`src/rtl/mby_tag_ring_uc_node.sv`:
```
// Unicast tag ring stop: ejects tags addressed to NODE_ID and injects local tags
// from NUM_CH buffered channels into free slots under round-robin arbitration.
module mby_tag_ring_uc_node #(
  parameter int TAG_W      = 64,
  parameter int NODE_ID_W  = 4,
  parameter int NODE_ID    = 0,
  parameter int NUM_CH     = 4,
  parameter int FIFO_DEPTH = 8,
  parameter int CNT_W      = 16
) (
  input  logic                        clk,
  input  logic                        rst,
  input  logic                        ring_in_valid,
  input  logic [NODE_ID_W-1:0]        ring_in_dest,
  input  logic [TAG_W-1:0]            ring_in_data,
  output logic                        ring_out_valid,
  output logic [NODE_ID_W-1:0]        ring_out_dest,
  output logic [TAG_W-1:0]            ring_out_data,
  input  logic [NUM_CH-1:0]           inj_valid,
  output logic [NUM_CH-1:0]           inj_ready,
  input  logic [NUM_CH*NODE_ID_W-1:0] inj_dest,
  input  logic [NUM_CH*TAG_W-1:0]     inj_data,
  input  logic                        ej_ready,
  output logic                        ej_valid,
  output logic [TAG_W-1:0]            ej_data,
  output logic [CNT_W-1:0]            inj_cnt,
  output logic [CNT_W-1:0]            ej_cnt,
  output logic [CNT_W-1:0]            defl_cnt
);

  localparam int CH_W   = (NUM_CH > 1) ? $clog2(NUM_CH) : 1;
  localparam int ADDR_W = $clog2(FIFO_DEPTH);
  localparam int OCC_W  = ADDR_W + 1;

  localparam logic [NODE_ID_W-1:0] MY_ID     = NODE_ID_W'(NODE_ID);
  localparam logic [OCC_W-1:0]     DEPTH_OCC = OCC_W'(FIFO_DEPTH);
  localparam logic [CH_W-1:0]      LAST_CH   = CH_W'(NUM_CH - 1);

  typedef struct packed {
    logic [NODE_ID_W-1:0] dest;
    logic [TAG_W-1:0]     data;
  } tag_t;

  // Injection FIFO state
  tag_t              mem_q    [NUM_CH][FIFO_DEPTH];
  logic [ADDR_W-1:0] wr_ptr_q [NUM_CH];
  logic [ADDR_W-1:0] rd_ptr_q [NUM_CH];
  logic [OCC_W-1:0]  occ_q    [NUM_CH];
  logic [OCC_W-1:0]  occ_d    [NUM_CH];
  logic [NUM_CH-1:0] full;
  logic [NUM_CH-1:0] nonempty;
  logic [NUM_CH-1:0] fifo_push;
  logic [NUM_CH-1:0] fifo_pop;
  logic              rdy_en_q;

  // Arbitration
  logic [CH_W-1:0]   rr_ptr_q;
  logic [CH_W-1:0]   rr_ptr_d;
  logic              grant_vld;
  logic [CH_W-1:0]   grant_ch;
  tag_t              grant_tag;
  int                arb_idx;

  // Slot decode
  logic              to_me;
  logic              ejecting;
  logic              deflecting;
  logic              slot_free;

  // Output registers
  logic              ring_out_valid_q;
  logic              ring_out_valid_d;
  tag_t              ring_out_q;
  tag_t              ring_out_d;
  logic              ej_valid_q;
  logic [TAG_W-1:0]  ej_data_q;
  logic [CNT_W-1:0]  inj_cnt_q;
  logic [CNT_W-1:0]  ej_cnt_q;
  logic [CNT_W-1:0]  defl_cnt_q;

  function automatic logic [CNT_W-1:0] sat_inc(input logic [CNT_W-1:0] v, input logic en);
    return (en && (v != '1)) ? v + CNT_W'(1) : v;
  endfunction

  assign to_me      = ring_in_valid && (ring_in_dest == MY_ID);
  assign ejecting   = to_me && ej_ready;
  assign deflecting = to_me && !ej_ready;
  assign slot_free  = !ring_in_valid || ejecting;

  // inj_ready is held low until the first clock after reset release.
  assign inj_ready  = rdy_en_q ? ~full : '0;

  always_comb begin
    full      = '0;
    nonempty  = '0;
    fifo_push = '0;
    for (int c = 0; c < NUM_CH; c++) begin
      full[c]      = (occ_q[c] == DEPTH_OCC);
      nonempty[c]  = (occ_q[c] != '0);
      fifo_push[c] = inj_valid[c] && rdy_en_q && !full[c];
    end
  end

  // Only registered occupancy feeds the arbiter, so a tag pushed this cycle
  // cannot be granted until the next one.
  always_comb begin
    grant_vld = 1'b0;
    grant_ch  = '0;
    arb_idx   = 0;
    if (slot_free) begin
      for (int k = 0; k < NUM_CH; k++) begin
        arb_idx = int'(rr_ptr_q) + k;
        if (arb_idx >= NUM_CH) arb_idx = arb_idx - NUM_CH;
        if (!grant_vld && nonempty[CH_W'(arb_idx)]) begin
          grant_vld = 1'b1;
          grant_ch  = CH_W'(arb_idx);
        end
      end
    end
  end

  // NOTE: every always_comb output gets a default before any branch; a path
  // that leaves a variable unassigned would infer a latch.
  always_comb begin
    rr_ptr_d  = rr_ptr_q;
    fifo_pop  = '0;
    grant_tag = '0;
    if (grant_vld) rr_ptr_d = (grant_ch == LAST_CH) ? '0 : grant_ch + CH_W'(1);
    for (int c = 0; c < NUM_CH; c++) begin
      if (grant_vld && (grant_ch == CH_W'(c))) begin
        fifo_pop[c] = 1'b1;
        grant_tag   = mem_q[c][rd_ptr_q[c]];
      end
    end
  end

  always_comb begin
    for (int c = 0; c < NUM_CH; c++) begin
      occ_d[c] = occ_q[c];
      case ({fifo_push[c], fifo_pop[c]})
        2'b10:   occ_d[c] = occ_q[c] + OCC_W'(1);
        2'b01:   occ_d[c] = occ_q[c] - OCC_W'(1);
        default: occ_d[c] = occ_q[c];
      endcase
    end
  end

  // A non-ejected valid slot always wins; injection only fills a free slot.
  always_comb begin
    ring_out_valid_d = 1'b0;
    ring_out_d       = '0;
    if (ring_in_valid && !ejecting) begin
      ring_out_valid_d = 1'b1;
      ring_out_d.dest  = ring_in_dest;
      ring_out_d.data  = ring_in_data;
    end else if (grant_vld) begin
      ring_out_valid_d = 1'b1;
      ring_out_d       = grant_tag;
    end
  end

  // NOTE: the FIFO storage has no reset; pointers and occupancy alone decide
  // which entries are live, so stale contents are never observed.
  always_ff @(posedge clk) begin
    for (int c = 0; c < NUM_CH; c++) begin
      if (fifo_push[c]) begin
        mem_q[c][wr_ptr_q[c]] <= {inj_dest[c*NODE_ID_W +: NODE_ID_W],
                                  inj_data[c*TAG_W +: TAG_W]};
      end
    end
  end

  // NOTE: sequential state uses non-blocking assignments only, so every flop
  // samples the pre-edge value of its inputs regardless of statement order.
  always_ff @(posedge clk or negedge rst) begin
    if (!rst) begin
      rdy_en_q         <= 1'b0;
      rr_ptr_q         <= '0;
      ring_out_valid_q <= 1'b0;
      ring_out_q       <= '0;
      ej_valid_q       <= 1'b0;
      ej_data_q        <= '0;
      inj_cnt_q        <= '0;
      ej_cnt_q         <= '0;
      defl_cnt_q       <= '0;
      for (int c = 0; c < NUM_CH; c++) begin
        wr_ptr_q[c] <= '0;
        rd_ptr_q[c] <= '0;
        occ_q[c]    <= '0;
      end
    end else begin
      rdy_en_q         <= 1'b1;
      rr_ptr_q         <= rr_ptr_d;
      ring_out_valid_q <= ring_out_valid_d;
      ring_out_q       <= ring_out_d;
      ej_valid_q       <= ejecting;
      ej_data_q        <= ejecting ? ring_in_data : '0;
      inj_cnt_q        <= sat_inc(inj_cnt_q, grant_vld);
      ej_cnt_q         <= sat_inc(ej_cnt_q, ejecting);
      defl_cnt_q       <= sat_inc(defl_cnt_q, deflecting);
      for (int c = 0; c < NUM_CH; c++) begin
        occ_q[c] <= occ_d[c];
        if (fifo_push[c]) wr_ptr_q[c] <= wr_ptr_q[c] + ADDR_W'(1);
        if (fifo_pop[c])  rd_ptr_q[c] <= rd_ptr_q[c] + ADDR_W'(1);
      end
    end
  end

  assign ring_out_valid = ring_out_valid_q;
  assign ring_out_dest  = ring_out_q.dest;
  assign ring_out_data  = ring_out_q.data;
  assign ej_valid       = ej_valid_q;
  assign ej_data        = ej_data_q;
  assign inj_cnt        = inj_cnt_q;
  assign ej_cnt         = ej_cnt_q;
  assign defl_cnt       = defl_cnt_q;

endmodule

```
`config.mk`:
```
export PLATFORM = sky130hd
export DESIGN_NAME = mby_tag_ring_uc_node
export DESIGN_NICKNAME = d
export VERILOG_FILES = /design/src/rtl/mby_tag_ring_uc_node.sv
export SDC_FILE = /design/constraint.sdc
export NUM_CORES = 2
export LEC_CHECK = 0
export ABC_AREA = 1
export CAP_MARGIN = 40
export CORE_MARGIN = 2
export CORE_UTILIZATION = 50
export DETAILED_ROUTE_END_ITERATION = 6
export PLACE_DENSITY = 0.69
export REMOVE_ABC_BUFFERS = 1
export SLEW_MARGIN = 20
export SYNTH_ARGS = -nofsm -noshare
export SYNTH_HDL_FRONTEND = slang
export SYNTH_SLANG_ARGS = --single-unit
```
`constraint.sdc`:
```
create_clock -name clk -period 12.7 [get_ports clk]
set_input_delay 2.54 -clock clk [delete_from_list [all_inputs] [get_ports clk]]
set_output_delay 2.54 -clock clk [all_outputs]
set_load 0.01 [all_outputs]
```
==> metrics <==
worst-case register-to-register setup slack=7.46 ns; Syn. warnings=0; final setup violation count=0; drt pass-1 iters=6; design area=0.113 mm2; class of the worst hold path=reg2reg; startpoint of the worst register-to-register path=occ_q[5]; period utilization=0.535; most area-hungry cell type in the Yosys netlist=sky130_fd_sc_hd__edfxtp_1; WP data required=13.53 ns; DRC marker count from the first detailed-route iteration=8360; routed length per placed instance=26.2 um; Post-CTS Hold Buffers=0; run status=finished clean; worst hold stages=1; count of unique library cells instantiated by Yosys=41; number of vias after detailed routing=66900; family with the most delay on the worst path=buffers and inverters; buffer cell driving the clock tree root=sky130_fd_sc_hd__clkbuf_16; remaining global-route overflow=0; async set-reset flop share out of synthesis=0.0937; cell types with the largest area share after synthesis=sky130_fd_sc_hd__edfxtp_1 67%, sky130_fd_sc_hd__nand2_1 8.7%, sky130_fd_sc_hd__dfrtp_1 5.8%, sky130_fd_sc_hd__nand3_1 3.3%, sky130_fd_sc_hd__nor2_1 2.8%; hold slack final=0.500 ns; Arrival @ worst endpoint=7.61 ns; slack of the critical path=5.91 ns; number of core rows=161; count of instances resized after the clock tree is built=0; CTS HTree Levels=4; power per cell area=227 mW/mm2; clock buffers created by TritonCTS=232; Skew-Pair Late Insertion Delay=0.89 ns; Critical Path Fanout Max=125; Hold Path End=inj_cnt[8]; GRT Overall Usage=0.296; first-pass GRT wire length=429000 um; I/O pin count=534; cells after synthesis=8218; minimum clock period=6.79 ns; number of buffers on the longest clock path=3; worst IR drop on VDD=0.239 mV; CP Capture Type=flop; final layout net count=8962; Area Overhead vs Synth=16.7%; per-cell via count in the routed design=5.89; startpoint type of the worst setup path=primary input; initial cell density of the core=0.504; Top FF cell, synth=sky130_fd_sc_hd__edfxtp_1; cells traversed along the worst timing path=clkdlybuf4s50_1 -> nand3_1 -> nor2_1 -> inv_2 -> nand2_8 -> buf_16 -> nand2_4 -> nor2_1 -> ha_1 -> buf_4 -> clkinv_2 -> buf_4 -> nand2_1 -> clkinv_1 -> nand2_1 -> nand2_1 -> nand2_1; number of synthesized register bits=2401; routability congestion estimate=0.914; Core Area=0.193 mm2; static leakage=41.1 nW; share of Yosys cell area claimed by the top area cell type=0.673; number of antenna violations at the first check in global routing=94; remaining max-slew budget at the tightest pin=0.163; Total Die Area=0.198 mm2; largest stage delay on the critical path=0.62 ns; DRC violation count after routing=0; top cells by count, synth=2249 x sky130_fd_sc_hd__nand2_1, 2176 x sky130_fd_sc_hd__edfxtp_1, 730 x sky130_fd_sc_hd__nor2_1, 643 x sky130_fd_sc_hd__nand3_1, 415 x sky130_fd_sc_hd__o21ai_0; Post-synth EDFFs=2176; Most common cell on crit path=sky130_fd_sc_hd__nand2_1; capturing point of the worst reg2reg path=ring_out_data[29]; buffer count from post-CTS setup fixing=0; start-to-end type of the worst setup path=in2reg; transition time at the pin with the least slew margin=1.26 ns; Seq/Total Area, Yosys=0.731; Chip Width=445 um; aggregate negative setup slack=0 ns; top-count cell post-synth=sky130_fd_sc_hd__nand2_1; Synth Area per Inst=11.8 um2; pre-CTS WS=4.43 ns; fraction of final layout cells sized beyond drive strength 1=0.0634; clock sink total=2401; dpl cell area=0.105 mm2; via count of the first global-routing pass=62800; Total Routed Length=298000 um; count of buffer and inverter cells on the critical path=7; RSZ-0062 raised after global routing=no; final hold violation count=0; filler instances=14800; pin count of the biggest net entering global routing=230; HP Start=inj_cnt[8]; DRT antenna net count=0; height of the die=445 um; R2R cell count=17; Slew Limit Fails=0; number of maximum-capacitance violations=0; TritonCTS clock tree=done; achievable frequency=0.147 GHz; number of input and output port buffers inserted=533; total half-perimeter wirelength after legalization and detailed placement=188000 um; slowest CP cell=sky130_fd_sc_hd__buf_4; post-synthesis instance area=0.0971 mm2; setup skew after layout=0.0559 ns; clock transition at the registers of the reported paths=0.06 ns
kinds of logic after synthesis:
group	Yosys count	synth area share
other	1	0.0000386
XOR/XNOR	74	0.00675
flip-flops	2401	0.731
AO/OA/AOI/OAI	1103	0.0634
adder cells (fa/ha/maj)	27	0.00348
AND/OR/NAND/NOR	3868	0.164
buffers and inverters	740	0.0303
multiplexers	4	0.000464
power breakdown:
| group | switching (mW) | internal (mW) | total [mW] |
|---|---|---|---|
| Clock | 2.99 | 3.89 | 6.89 |
| Sequential | 0.575 | 9.35 | 9.92 |
| Combinational | 6.42 | 2.47 | 8.89 |
| Total | 9.99 | 15.7 | 25.7 |
worst max-delay path by stage:
stage                              endpoint  cells past startpoint     startpoint  slack (ns)
after global placement            occ_q[11]                     19  ring_in_valid        4.44
after CTS                         occ_q[11]                     19  ring_in_valid        5.35
after floorplan           ring_out_data[21]                      7    rd_ptr_q[0]        0.73
final                     ring_out_data[29]                     17  ring_in_valid        5.91
after global routing      ring_out_data[29]                     17  ring_in_valid        5.63
after detailed placement          occ_q[11]                     19  ring_in_valid        4.43
stage by stage:
| step | total power, mW | cells | util |
|---|---|---|---|
| final | 25.7 | 11400 | 0.588 |
| after global routing | 26.7 | 11300 | 0.588 |
| after CTS | 25.5 | 11300 | 0.586 |
| after detailed placement | 18.7 | 10900 | 0.547 |
| after global placement | 18.4 | 10800 | 0.542 |
| after floorplan | 15.0 | 7682 | - |
routing by layer:
metal,share of wire,vias to the layer above,global-route usage
li1,-,29800,-
met1,0.36,32800,0.373
met2,0.47,3603,0.458
met3,0.093,670,0.0586
met4,0.080,50,0.216
met5,0.0011,-,0
area by class of cell:
cell class / count / area [um2] / area share
Antenna cell: 48 / 120 / 0.00106
Timing Repair Buffer: 671 / 7180 / 0.0634
Multi-Input combinational cell: 5077 / 23400 / 0.207
Clock buffer: 298 / 6200 / 0.0547
Clock inverter: 132 / 1410 / 0.0125
Sequential cell: 2401 / 71000 / 0.627
Tap cell: 2526 / 3160 / 0.0279
Inverter: 204 / 808 / 0.00713
flip-flops by register name, summed over array words and instances (netlist names):
signal / cells
mem_q: 2176
ej_data: 64
ring_out_data: 64
defl_cnt: 16
ej_cnt: 16
inj_cnt: 16
occ_q: 16
rd_ptr_q: 12
wr_ptr_q: 12
ring_out_dest: 4
rr_ptr_q: 2
ej_valid: 1
rdy_en_q: 1
ring_out_valid: 1
layout by cell type (no fill, tap or decap), types with 7 or more instances in the layout:
cell type and instances:
sky130_fd_sc_hd__a211oi_1 36, sky130_fd_sc_hd__a21oi_1 257, sky130_fd_sc_hd__a311oi_1 33, sky130_fd_sc_hd__a31oi_1 7, sky130_fd_sc_hd__a32o_1 48, sky130_fd_sc_hd__buf_12 23, sky130_fd_sc_hd__buf_16 26, sky130_fd_sc_hd__buf_4 88
sky130_fd_sc_hd__bufinv_16 22, sky130_fd_sc_hd__clkbuf_1 54, sky130_fd_sc_hd__clkbuf_16 234, sky130_fd_sc_hd__clkbuf_8 10, sky130_fd_sc_hd__clkdlybuf4s50_1 532, sky130_fd_sc_hd__clkinv_1 97, sky130_fd_sc_hd__clkinv_2 43, sky130_fd_sc_hd__clkinvlp_4 8
sky130_fd_sc_hd__dfrtp_1 213, sky130_fd_sc_hd__dfrtp_4 10, sky130_fd_sc_hd__diode_2 48, sky130_fd_sc_hd__edfxtp_1 2176, sky130_fd_sc_hd__ha_1 24, sky130_fd_sc_hd__inv_1 130, sky130_fd_sc_hd__inv_2 10, sky130_fd_sc_hd__nand2_1 2249
sky130_fd_sc_hd__nand3_1 643, sky130_fd_sc_hd__nand4_1 208, sky130_fd_sc_hd__nor2_1 698, sky130_fd_sc_hd__nor2_4 33, sky130_fd_sc_hd__nor3_1 16, sky130_fd_sc_hd__o21ai_0 415, sky130_fd_sc_hd__o21ai_1 170, sky130_fd_sc_hd__o22ai_1 136
sky130_fd_sc_hd__xnor2_1 24, sky130_fd_sc_hd__xor2_1 49
worst register-to-register path: stages (launching register included):
cell                       delay [ns]
sky130_fd_sc_hd__dfrtp_1         0.42
sky130_fd_sc_hd__nor2_1          0.42
sky130_fd_sc_hd__nand3_1         0.17
sky130_fd_sc_hd__nand3_1         0.13
sky130_fd_sc_hd__nand2_1         0.13
sky130_fd_sc_hd__nor2_4          0.17
sky130_fd_sc_hd__nand3_4         0.32
sky130_fd_sc_hd__nand2_4         0.73
sky130_fd_sc_hd__nor2_1          0.24
sky130_fd_sc_hd__ha_1            0.27
sky130_fd_sc_hd__buf_4           0.22
sky130_fd_sc_hd__clkinv_2        0.48
sky130_fd_sc_hd__buf_4           0.81
sky130_fd_sc_hd__nand2_1         0.21
sky130_fd_sc_hd__clkinv_1        0.08
sky130_fd_sc_hd__nand2_1         0.18
sky130_fd_sc_hd__nand2_1         0.11
sky130_fd_sc_hd__nand2_1         0.05
Power figures use the tool's default switching activity.
